### config.mk
export PLATFORM = sky130hd
export DESIGN_NAME = systolic_pe_os
export DESIGN_NICKNAME = d
export VERILOG_FILES = /design/src/rtl/systolic_pe_os.sv
export SDC_FILE = /design/constraint.sdc
export NUM_CORES = 1
export LEC_CHECK = 0
export BUFFER_PORTS_ARGS = -buffer_cell sky130_fd_sc_hd__buf_4
export CAP_MARGIN = 10
export CORE_MARGIN = 1
export CORE_UTILIZATION = 35
export CTS_CLUSTER_DIAMETER = 200
export DETAILED_ROUTE_END_ITERATION = 8
export PLACE_DENSITY = 0.56
export SETUP_SLACK_MARGIN = 0.3
export SYNTH_ARGS = -nofsm -noshare
export SYNTH_HDL_FRONTEND = slang
export SYNTH_SLANG_ARGS = --single-unit
### constraint.sdc
create_clock -name i_clock -period 8.2 [get_ports i_clock]
set_clock_uncertainty 0.15 [all_clocks]
set_input_delay 1.23 -clock i_clock [delete_from_list [all_inputs] [get_ports i_clock]]
set_output_delay 1.23 -clock i_clock [all_outputs]
set_load 0.02 [all_outputs]
### src/rtl/systolic_pe_os.sv
// Output-stationary systolic MAC PE: forwards operands east/south, accumulates a
// programmable-length dot product with saturation, and drains the result over valid/ready.
module systolic_pe_os #(
    parameter int BW     = 8,
    parameter int ACC_W  = 20,
    parameter int CNT_W  = 8,
    parameter int SIGNED = 1
) (
    input  logic             i_clock,
    input  logic             i_reset,
    input  logic             i_start,
    input  logic [CNT_W-1:0] i_len,
    input  logic             i_valid,
    input  logic [BW-1:0]    i_activation,
    input  logic [BW-1:0]    i_weight,
    output logic [BW-1:0]    o_activation,
    output logic [BW-1:0]    o_weight,
    output logic             o_valid,
    output logic [ACC_W-1:0] o_result,
    output logic             o_result_valid,
    input  logic             i_result_ready,
    output logic             o_busy,
    output logic             o_sat
);
    typedef enum logic [1:0] {IDLE, ACCUM, DRAIN, HOLD} state_t;

    localparam logic             SX      = (SIGNED != 0);
    localparam logic [CNT_W-1:0] ONE     = CNT_W'(1);
    localparam logic [ACC_W-1:0] ACC_MAX = {SX ? 1'b0 : 1'b1, {(ACC_W-1){1'b1}}};
    localparam logic [ACC_W-1:0] ACC_MIN = {1'b1, {(ACC_W-1){1'b0}}};

    state_t            state, state_nxt;
    logic [BW-1:0]     act_q, wgt_q;
    logic              mac_vld;
    logic [ACC_W-1:0]  acc;
    logic [CNT_W-1:0]  cnt, len;
    logic              start_ok, accept;
    logic [CNT_W-1:0]  cnt_inc;
    logic [ACC_W-1:0]  act_ext, wgt_ext, prod;
    logic [ACC_W:0]    sum;
    logic              ovf;
    logic [ACC_W-1:0]  sum_sat;

    assign start_ok = (state == IDLE) && i_start;
    assign accept   = i_valid && (((state == ACCUM) && (cnt < len)) || (start_ok && (i_len != '0)));
    assign cnt_inc  = cnt + ONE;

    // Extending both operands to ACC_W keeps the low ACC_W product bits exact for either signedness.
    assign act_ext = {{(ACC_W-BW){SX & act_q[BW-1]}}, act_q};
    assign wgt_ext = {{(ACC_W-BW){SX & wgt_q[BW-1]}}, wgt_q};
    assign prod    = act_ext * wgt_ext;
    assign sum     = {SX & acc[ACC_W-1], acc} + {SX & prod[ACC_W-1], prod};
    assign ovf     = SX ? (sum[ACC_W] != sum[ACC_W-1]) : sum[ACC_W];
    assign sum_sat = !ovf ? sum[ACC_W-1:0] : ((SX && sum[ACC_W]) ? ACC_MIN : ACC_MAX);

    always_comb begin
        state_nxt = state;
        case (state)
            IDLE: if (i_start) begin
                if (i_len == '0)                 state_nxt = HOLD;
                else if (accept && i_len == ONE) state_nxt = DRAIN;
                else                             state_nxt = ACCUM;
            end
            ACCUM:   if (accept && cnt_inc == len) state_nxt = DRAIN;
            DRAIN:   state_nxt = HOLD;
            HOLD:    if (i_result_ready) state_nxt = IDLE;
            default: state_nxt = IDLE;
        endcase
    end

    always_ff @(posedge i_clock or posedge i_reset) begin
        if (i_reset) state <= IDLE;
        else         state <= state_nxt;
    end

    always_ff @(posedge i_clock or posedge i_reset) begin
        if (i_reset) begin
            o_activation <= '0;
            o_weight     <= '0;
            o_valid      <= 1'b0;
            act_q        <= '0;
            wgt_q        <= '0;
            mac_vld      <= 1'b0;
            acc          <= '0;
            cnt          <= '0;
            len          <= '0;
            o_sat        <= 1'b0;
        end else begin
            o_activation <= i_activation;
            o_weight     <= i_weight;
            o_valid      <= i_valid;
            mac_vld      <= accept;
            if (accept) begin
                act_q <= i_activation;
                wgt_q <= i_weight;
            end
            // mac_vld is always low in IDLE, so clearing acc here never drops a product.
            if (start_ok) begin
                acc   <= '0;
                o_sat <= 1'b0;
                len   <= i_len;
                cnt   <= accept ? ONE : '0;
            end else begin
                if (mac_vld) begin
                    acc <= sum_sat;
                    if (ovf) o_sat <= 1'b1;
                end
                if (state == ACCUM && accept) cnt <= cnt_inc;
            end
        end
    end

    assign o_result_valid = (state == HOLD);
    assign o_result       = (state == HOLD) ? acc : '0;
    assign o_busy         = (state != IDLE);
endmodule

Word-level counts from Yosys, hierarchy flattened:

Cells that the tools add are included.

* word-level logic and storage cells: 58
* output and inout port bits: 40
* register bits after elaboration: 73
* input port bits: 29

* mux-type cells: 17
* equality and inequality tests: 9
* reduce and logical (&&, ||, !) cells: 17
* multipliers: 1
* add/sub/neg operators: 2
* order comparisons: 1

Operators with widths (count)
* $mux W20: 5
* $add A20 B16 Y21: 1
* $mul A8 B8 Y16: 1
* $mux W8: 2
* $mux W2: 5
* $add A8 B1 Y8 const B: 1
* $eq A8 B1 Y1 const B: 1
* $eq A8 B8 Y1: 1
* $logic_not A8 Y1: 1
* $lt A8 B8 Y1: 1
* $pmux W2 S4: 1
* $reduce_bool A2 Y1: 4
* $reduce_bool A8 Y1: 1
* $logic_and A1 B1 Y1: 7
* $eq A2 B2 Y1 const B: 2
* $mux W1: 4
* $ne A2 B1 Y1 const B: 2
* $reduce_and A3 Y1: 1
* $eq A2 B1 Y1 const B: 1
* $logic_not A2 Y1: 1
* $ne A2 B2 Y1 const B: 1
* $reduce_and A2 Y1: 1
* $logic_or A1 B1 Y1: 1
* $ne A1 B1 Y1: 1

Logic depth before layout (Yosys ltp):

Gate-level depths: netlist (run 1).

* depth after elaboration: 10
* mapped depth: 22
* depth with buffers taken out: 20

Worst setup path before layout (run 1):

No wires, ideal clock.

* kind: flip-flop to flip-flop
* from: register wgt_q[0]
* to: register acc[16]
* cell stages (with the launch flop): 20
* clock period less this slack: 5916 ps
* slack: 2284 ps
* data arrival time: 5645 ps
* buffers on the path: 2
* library setup time: 121 ps
* required time: 7929 ps
* cell sequence: dfrtp_1 clkbuf_1 and2_1 inv_1 fa_1 inv_1 fa_1 fa_1 fa_1 fa_1 ha_1 a21o_1 a21oi_2 a21oi_4 o41ai_4 or3_4 nand3_2 o211ai_4 buf_12 o21ai_1

* cells in the longest elaborated chain, start to end: 6
* elaborated cells between the ends (all ways): 7
* classes of those cells: add/sub (1); mul (1); eq/ne (1); mux (4)

RTL lines
* start, declared: RTL line 33 `logic [BW-1:0] act_q, wgt_q;`
* start signal, assigned: RTL line 95 `wgt_q <= i_weight;`
* $mul A8 B8 Y16 (*): RTL line 51 `assign prod = act_ext * wgt_ext;`
* $add A20 B16 Y21 (*): RTL line 52 `assign sum = {SX & acc[ACC_W-1], acc} + {SX & prod[ACC_W-1], prod};`
* $mux W20 / $ne A1 B1 Y1 (equally long branches): RTL line 54, 53
* $mux W20 (*): RTL line 54 `assign sum_sat = !ovf ? sum[ACC_W-1:0] : ((SX && sum[ACC_W]) ? ACC_MIN : ACC_MAX);`
* $mux W20 (*): RTL line 104 `if (mac_vld) begin`
* $mux W20 (*): RTL line 98 `if (start_ok) begin`
* end signal, assigned: RTL line 105 `acc <= sum_sat;`
* end, declared: RTL line 35 `logic [ACC_W-1:0] acc;`

Every way passes the cells marked *; elsewhere a longest branch is shown, timed or not. The select of a mux whose other input is x is not followed.
A chain may end at the register's enable or synchronous reset.

Worst setup path in the final report (run 1):

* from: register wgt_q[0]
* to: register acc[3]

The elaborated chain is that of the path after synthesis.

==> results.yml, run 1 <==
logic_synthesis:
  synth_edf_count: 0
  synth.cell_area_um2: 7110
  synth_cell_type_count: 59
  yosysWarnings: 0
  ys_top_cells_by_count: "112 x inv_1, 92 x fa_1, 73 x dfrtp_1, 65 x nand2_1, 62 x ha_1"
  syn_inst: 692
  synth_seq_cells: 73
  post_synth.cell_area_avg_um2: 10.3
  synth_area_leaders: "fa_1 26%, dfrtp_1 26%, ha_1 11%"
  syn-num-nets: 875
  synth_top_flop_cell: "dfrtp_1"
  yosysMostFrequentCell: "inv_1"
  synth_top_area_cell: "fa_1"
  yosys.area.top_type_share_pct: 25.9
  synth-seq-area-share_pct: 25.7
  async_flop_share_pct: 100
clock_tree:
  cts_root_buf: "clkbuf_16"
  cts_num_sinks: 73
  post_cts_buffers: 0
  clkTransAtPathRegs_ns: 0.06
  clock_latency_ns: 0.35
  cts_buffer_depth: 2
  cts_resized: 0
  cts_inserted_buffers: 9
  cts_tree: "built"
  ctsHoldBuffers: 0
  cts_max_level: 3
timing:
  hold_violations: 0
  max_slew_margin_pct: 35.3
  layout_min_cycle_time_ns: 6.60
  grt_setup_unrepaired: "no"
  fmax_mhz: 151
  finalMaxSlewViolations: 0
  final.period_utilization_pct: 80.5
  setup_viol: 0
  setup_tns_ns: 0
  max_slew.worst_pin.slew_ns: 0.970
final_layout:
  post-route-util_pct: 41.4
  multiInputGateArea_um2: 4760
  design_area_um2: 8170
  drive_above_1_share_pct: 17.2
  fillers: 1914
  area_growth_pct: 15.0
  ff_latch_area_um2: 1830
  nets: 941
  diodes: 0
route:
  drtIter0Drc: 213
  first_pass_iters: 4
  vias: 4846
  antenna_left: 0
  drc: 0
  wl_per_cell_um: 14.9
  vias_per_cell: 4.71
  finalWirelength_um: 15300
floorplan:
  row_count: 51
  num_io_pins: 69
  core-area_um2: 19700
  start_util_pct: 36.1
  die_h_um: 145
  die-area_um2: 20900
  die_w_um: 145
setup_path:
  required_ns: 8.31
  worst-setup-path-type: "reg -> reg"
  path_max_fanout: 20
  cp-end-kind: "register"
  crit_path_start_kind: "register"
  cp.arrival_ns: 6.71
place:
  place_area_um2: 7890
  place_congestion: 0.806
  hpwl_um: 12100
  port_buffers: 68
hold_path:
  hold_path_class: "reg -> reg"
global_route:
  antenna_found_initial: 0
  grt_overflow: 0
  grt_pass1_vias: 4929
  grt_pass1_wl_um: 25600
  grt_max_degree: 74
  track_usage_pct: 16.2
run_status:
  outcome: "finished clean"
job:
  drv_cap: 0
[state kept, by name (all words and copies together), names as in the netlist]
name and count:
acc 20, act_q 8, cnt 8, len 8, mac_vld 1, o_activation 8
o_sat 1, o_valid 1, o_weight 8, state 2, wgt_q 8
[layout make-up]
| type | instances | share of cell area (%) |
|---|---|---|
| Multi-Input combinational cell | 488 | 58.2 |
| Clock buffer | 11 | 2.97 |
| Inverter | 113 | 5.21 |
| Tap cell | 265 | 4.06 |
| Timing Repair Buffer | 73 | 6.71 |
| Clock inverter | 5 | 0.475 |
| Sequential cell | 73 | 22.4 |
[layout by cell type, fill, tap and decap left out, types with 13 or more instances in the layout]
cell type / netlist / routed
a21oi_1: 33 / 33
and2_1: 48 / 48
buf_4: 1 / 73
dfrtp_1: 73 / 73
fa_1: 92 / 92
ha_1: 62 / 62
inv_1: 112 / 111
mux2_2: 16 / 16
nand2_1: 65 / 65
nor2_1: 26 / 26
o21ai_0: 21 / 21
xnor2_1: 23 / 23
xor2_1: 13 / 13
[cells by family after synthesis]
kind of cell / synth area share, %
and+or+nand+nor: 12.0
adders and majority gates: 36.8
buffers and inverters: 7.36
AOI/OAI and AO/OA: 10.9
DFF: 25.7
xor gates and xnor gates: 4.44
muxes: 2.82
[through the flow]
step                      setup slack, ns  std cells  hold slack [ns]
after floorplan                      2.28        692            0.300
after global placement               1.68       1012            0.317
after detailed placement             1.60       1012            0.325
after CTS                            1.56       1028            0.340
after global routing                 1.06       1028            0.365
final                                1.60       1028            0.330
[path summary, 6_finish.rpt]
path                                from           to  slack, ns  cells past startpoint
worst max-delay path            wgt_q[0]       acc[3]       1.60                     17
worst min-delay path              acc[4]       acc[4]       0.33                      2
worst max register to register  wgt_q[0]       acc[3]       1.60                     17
worst min register to register    acc[4]       acc[4]       0.33                      2
max in group asynchronous        i_reset       acc[3]       6.23                      3
min in group asynchronous        i_reset  o_weight[3]       1.02                      3
[critical path, stage by stage, from the launching register on]
cell and delay [ns]:
dfrtp_1 0.49, and2_1 0.75, inv_1 0.13, fa_1 0.51, inv_1 0.05, fa_1 0.51, fa_1 0.44, fa_1 0.58
fa_1 0.43, ha_1 0.37, o21ai_0 0.17, o21ai_2 0.22, a31oi_4 0.14, o221ai_1 0.20, xor2_1 0.35, a31o_1 0.68
a21oi_1 0.14, o21ai_0 0.19
[routing by layer]
metal | wire [um] | global-route usage, % | part of all wire [%]
met5 | 0 | 0 | 0
met4 | 262 | 5.71 | 1.7
met3 | 458 | 2.09 | 3.0
met1 | 6900 | 21.2 | 45
met2 | 7720 | 27.5 | 50
Power of run 1 is left out: the tool's default activity adds up to more than one toggle a clock period on the data nets, which glitch-free logic cannot reach.
==> run 2: changes to the inputs <==
ABC_AREA = 1   (was default)
clock period = 6.7 ns   (was 8.2 ns; I/O delays follow)
==> results.yml, run 2 <==
clock_tree:
  cts_root_buf: "clkbuf_16"
  cts_tree: "built"
  cts_num_sinks: 73
  cts_buffer_depth: 2
  clkTransAtPathRegs_ns: 0.06
  clock_latency_ns: 0.35
  cts_max_level: 3
  cts_inserted_buffers: 9
logic_synthesis:
  async_flop_share_pct: 100
  yosysMostFrequentCell: "nand2_1"
  post_synth.cell_area_avg_um2: 7.98
  synth-seq-area-share_pct: 24.6
  synth_top_area_cell: "fa_1"
  ys_top_cells_by_count: "306 x nand2_1, 196 x inv_1, 92 x fa_1, 73 x dfrtp_1, 62 x ha_1"
  synth_top_flop_cell: "dfrtp_1"
  syn-num-nets: 1115
  synth_area_leaders: "fa_1 25%, dfrtp_1 25%, nand2_1 15%"
  synth.cell_area_um2: 7440
  yosys.area.top_type_share_pct: 24.8
  syn_inst: 932
  synth_cell_type_count: 30
  yosysWarnings: 0
  synth_edf_count: 0
  synth_seq_cells: 73
final_layout:
  largest_register_ffs: 20
  fillers: 2165
  final_common_cell: "nand2_1"
  drive_above_1_share_pct: 10.8
  largest_register: "acc"
  area_growth_pct: 15.4
  diodes: 0
  final_cell_mix: "305 x nand2_1, 194 x inv_1, 92 x fa_1"
  nets: 1174
setup_path:
  startpoint: "wgt_q[1]"
  required_ns: 6.78
  rrSetupSlack_ns: 1.0
  path_max_fanout: 20
  cp-end-kind: "register"
  r2r-start: "wgt_q[1]"
  worst-setup-path-type: "reg -> reg"
  crit_path_start_kind: "register"
  cp.arrival_ns: 5.78
route:
  vias_per_cell: 4.58
  drc: 0
  antenna_left: 0
  drtIter0Drc: 362
  first_pass_iters: 5
  wl_per_cell_um: 13.6
  finalWirelength_um: 17300
  vias: 5796
place:
  port_buffers: 68
  place_congestion: 0.866
  hpwl_um: 13800
hold_path:
  hold_start: "len[7]"
  hold_path_class: "reg -> reg"
floorplan:
  die-area_um2: 21800
  start_util_pct: 36.2
  die_w_um: 148
  row_count: 52
  num_io_pins: 69
  core-area_um2: 20600
  die_h_um: 148
job:
  drv_cap: 0
global_route:
  track_usage_pct: 17.7
  grtUsageMet2_pct: 28.7
  grt_pass1_vias: 5948
  antenna_found_initial: 0
  grt.busiest_layer: "met2"
  gr-usage-met3_pct: 2.84
  grt_overflow: 0
  grt_pass1_wl_um: 30100
  grt_max_degree: 74
  met1_usage_pct: 24.3
timing:
  max_slew.worst_pin.slew_ns: 0.974
  final.period_utilization_pct: 85.1
  finalMaxSlewViolations: 0
  grt_setup_unrepaired: "no"
  setup_viol: 0
  hold_violations: 0
  layout_min_cycle_time_ns: 5.70
  setup_tns_ns: 0
  fmax_mhz: 175
  max_slew_margin_pct: 35.1
run_status:
  outcome: "finished clean"
run 2: timing repair:
action	4_1_cts	5_1_grt
hold buffers	0	0
buffers inserted	0	5
resized for setup	0	2
endpoints found under the setup margin	0	6
run 2: logic make-up (layout without fill, tap and decap cells):
logic type	count (synthesis)	count (layout)	synth area share [%]
AND/OR/NAND/NOR	404	404	22.1
XOR/XNOR	16	16	1.88
adder cells (fa/ha/maj)	154	154	35.2
AO/OA/AOI/OAI	59	59	4.52
buffers and inverters	226	290	11.7
flip-flops	73	73	24.6
run 2: final cells by class:
type / count / area [um^2] / area share [%]
Clock inverter: 6 / 97.6 / 1.14
Inverter: 197 / 744 / 8.67
Multi-Input combinational cell: 633 / 4750 / 55.3
Tap cell: 270 / 338 / 3.94
Sequential cell: 73 / 1830 / 21.3
Timing Repair Buffer: 77 / 591 / 6.88
Clock buffer: 10 / 239 / 2.78
run 2: worst max-delay path, cell delays in order (launching register included):
cell and delay [ns]:
dfrtp_1 0.53, nand2_1 0.08, inv_1 0.47, fa_1 0.55, inv_1 0.10, fa_1 0.41
fa_1 0.53, fa_1 0.55, inv_1 0.04, ha_1 0.29, ha_1 0.36, nand2_1 0.11
nor4_1 0.34, nand2_2 0.12, nand3_1 0.10, nand2_1 0.07, nand2_1 0.49, nand3_1 0.15
nand2_1 0.09, nand2_1 0.05
run 2: metal layers:
| metal | share of wire (%) | up-vias |
|---|---|---|
| met5 | 0 | - |
| met2 | 47 | 118 |
| met3 | 3.6 | 19 |
| met1 | 48 | 2755 |
| li1 | - | 2904 |
| met4 | 1.8 | 0 |
run 2: through the flow:
step	util, %	setup WS, ns	std cells	hold slack, ns	instance area, um^2
floorplan	-	1.50	932	0.307	7440
global route	41.7	0.482	1266	0.416	8580
global placement	39.8	0.866	1245	0.348	8190
finish	41.7	0.999	1266	0.373	8580
detailed placement	39.8	0.798	1245	0.360	8190
CTS	41.5	0.762	1261	0.376	8530
run 2: path summary, 6_finish.rpt:
| path | end | cells after the start |
|---|---|---|
| setup / recovery | acc[10] | 19 |
| hold / removal | len[7] | 2 |
| setup reg to reg | acc[10] | 19 |
| hold reg to reg | len[7] | 2 |
| max in group asynchronous | acc[3] | 3 |
| min in group asynchronous | wgt_q[5] | 3 |
Power of run 2 is left out for the same reason.
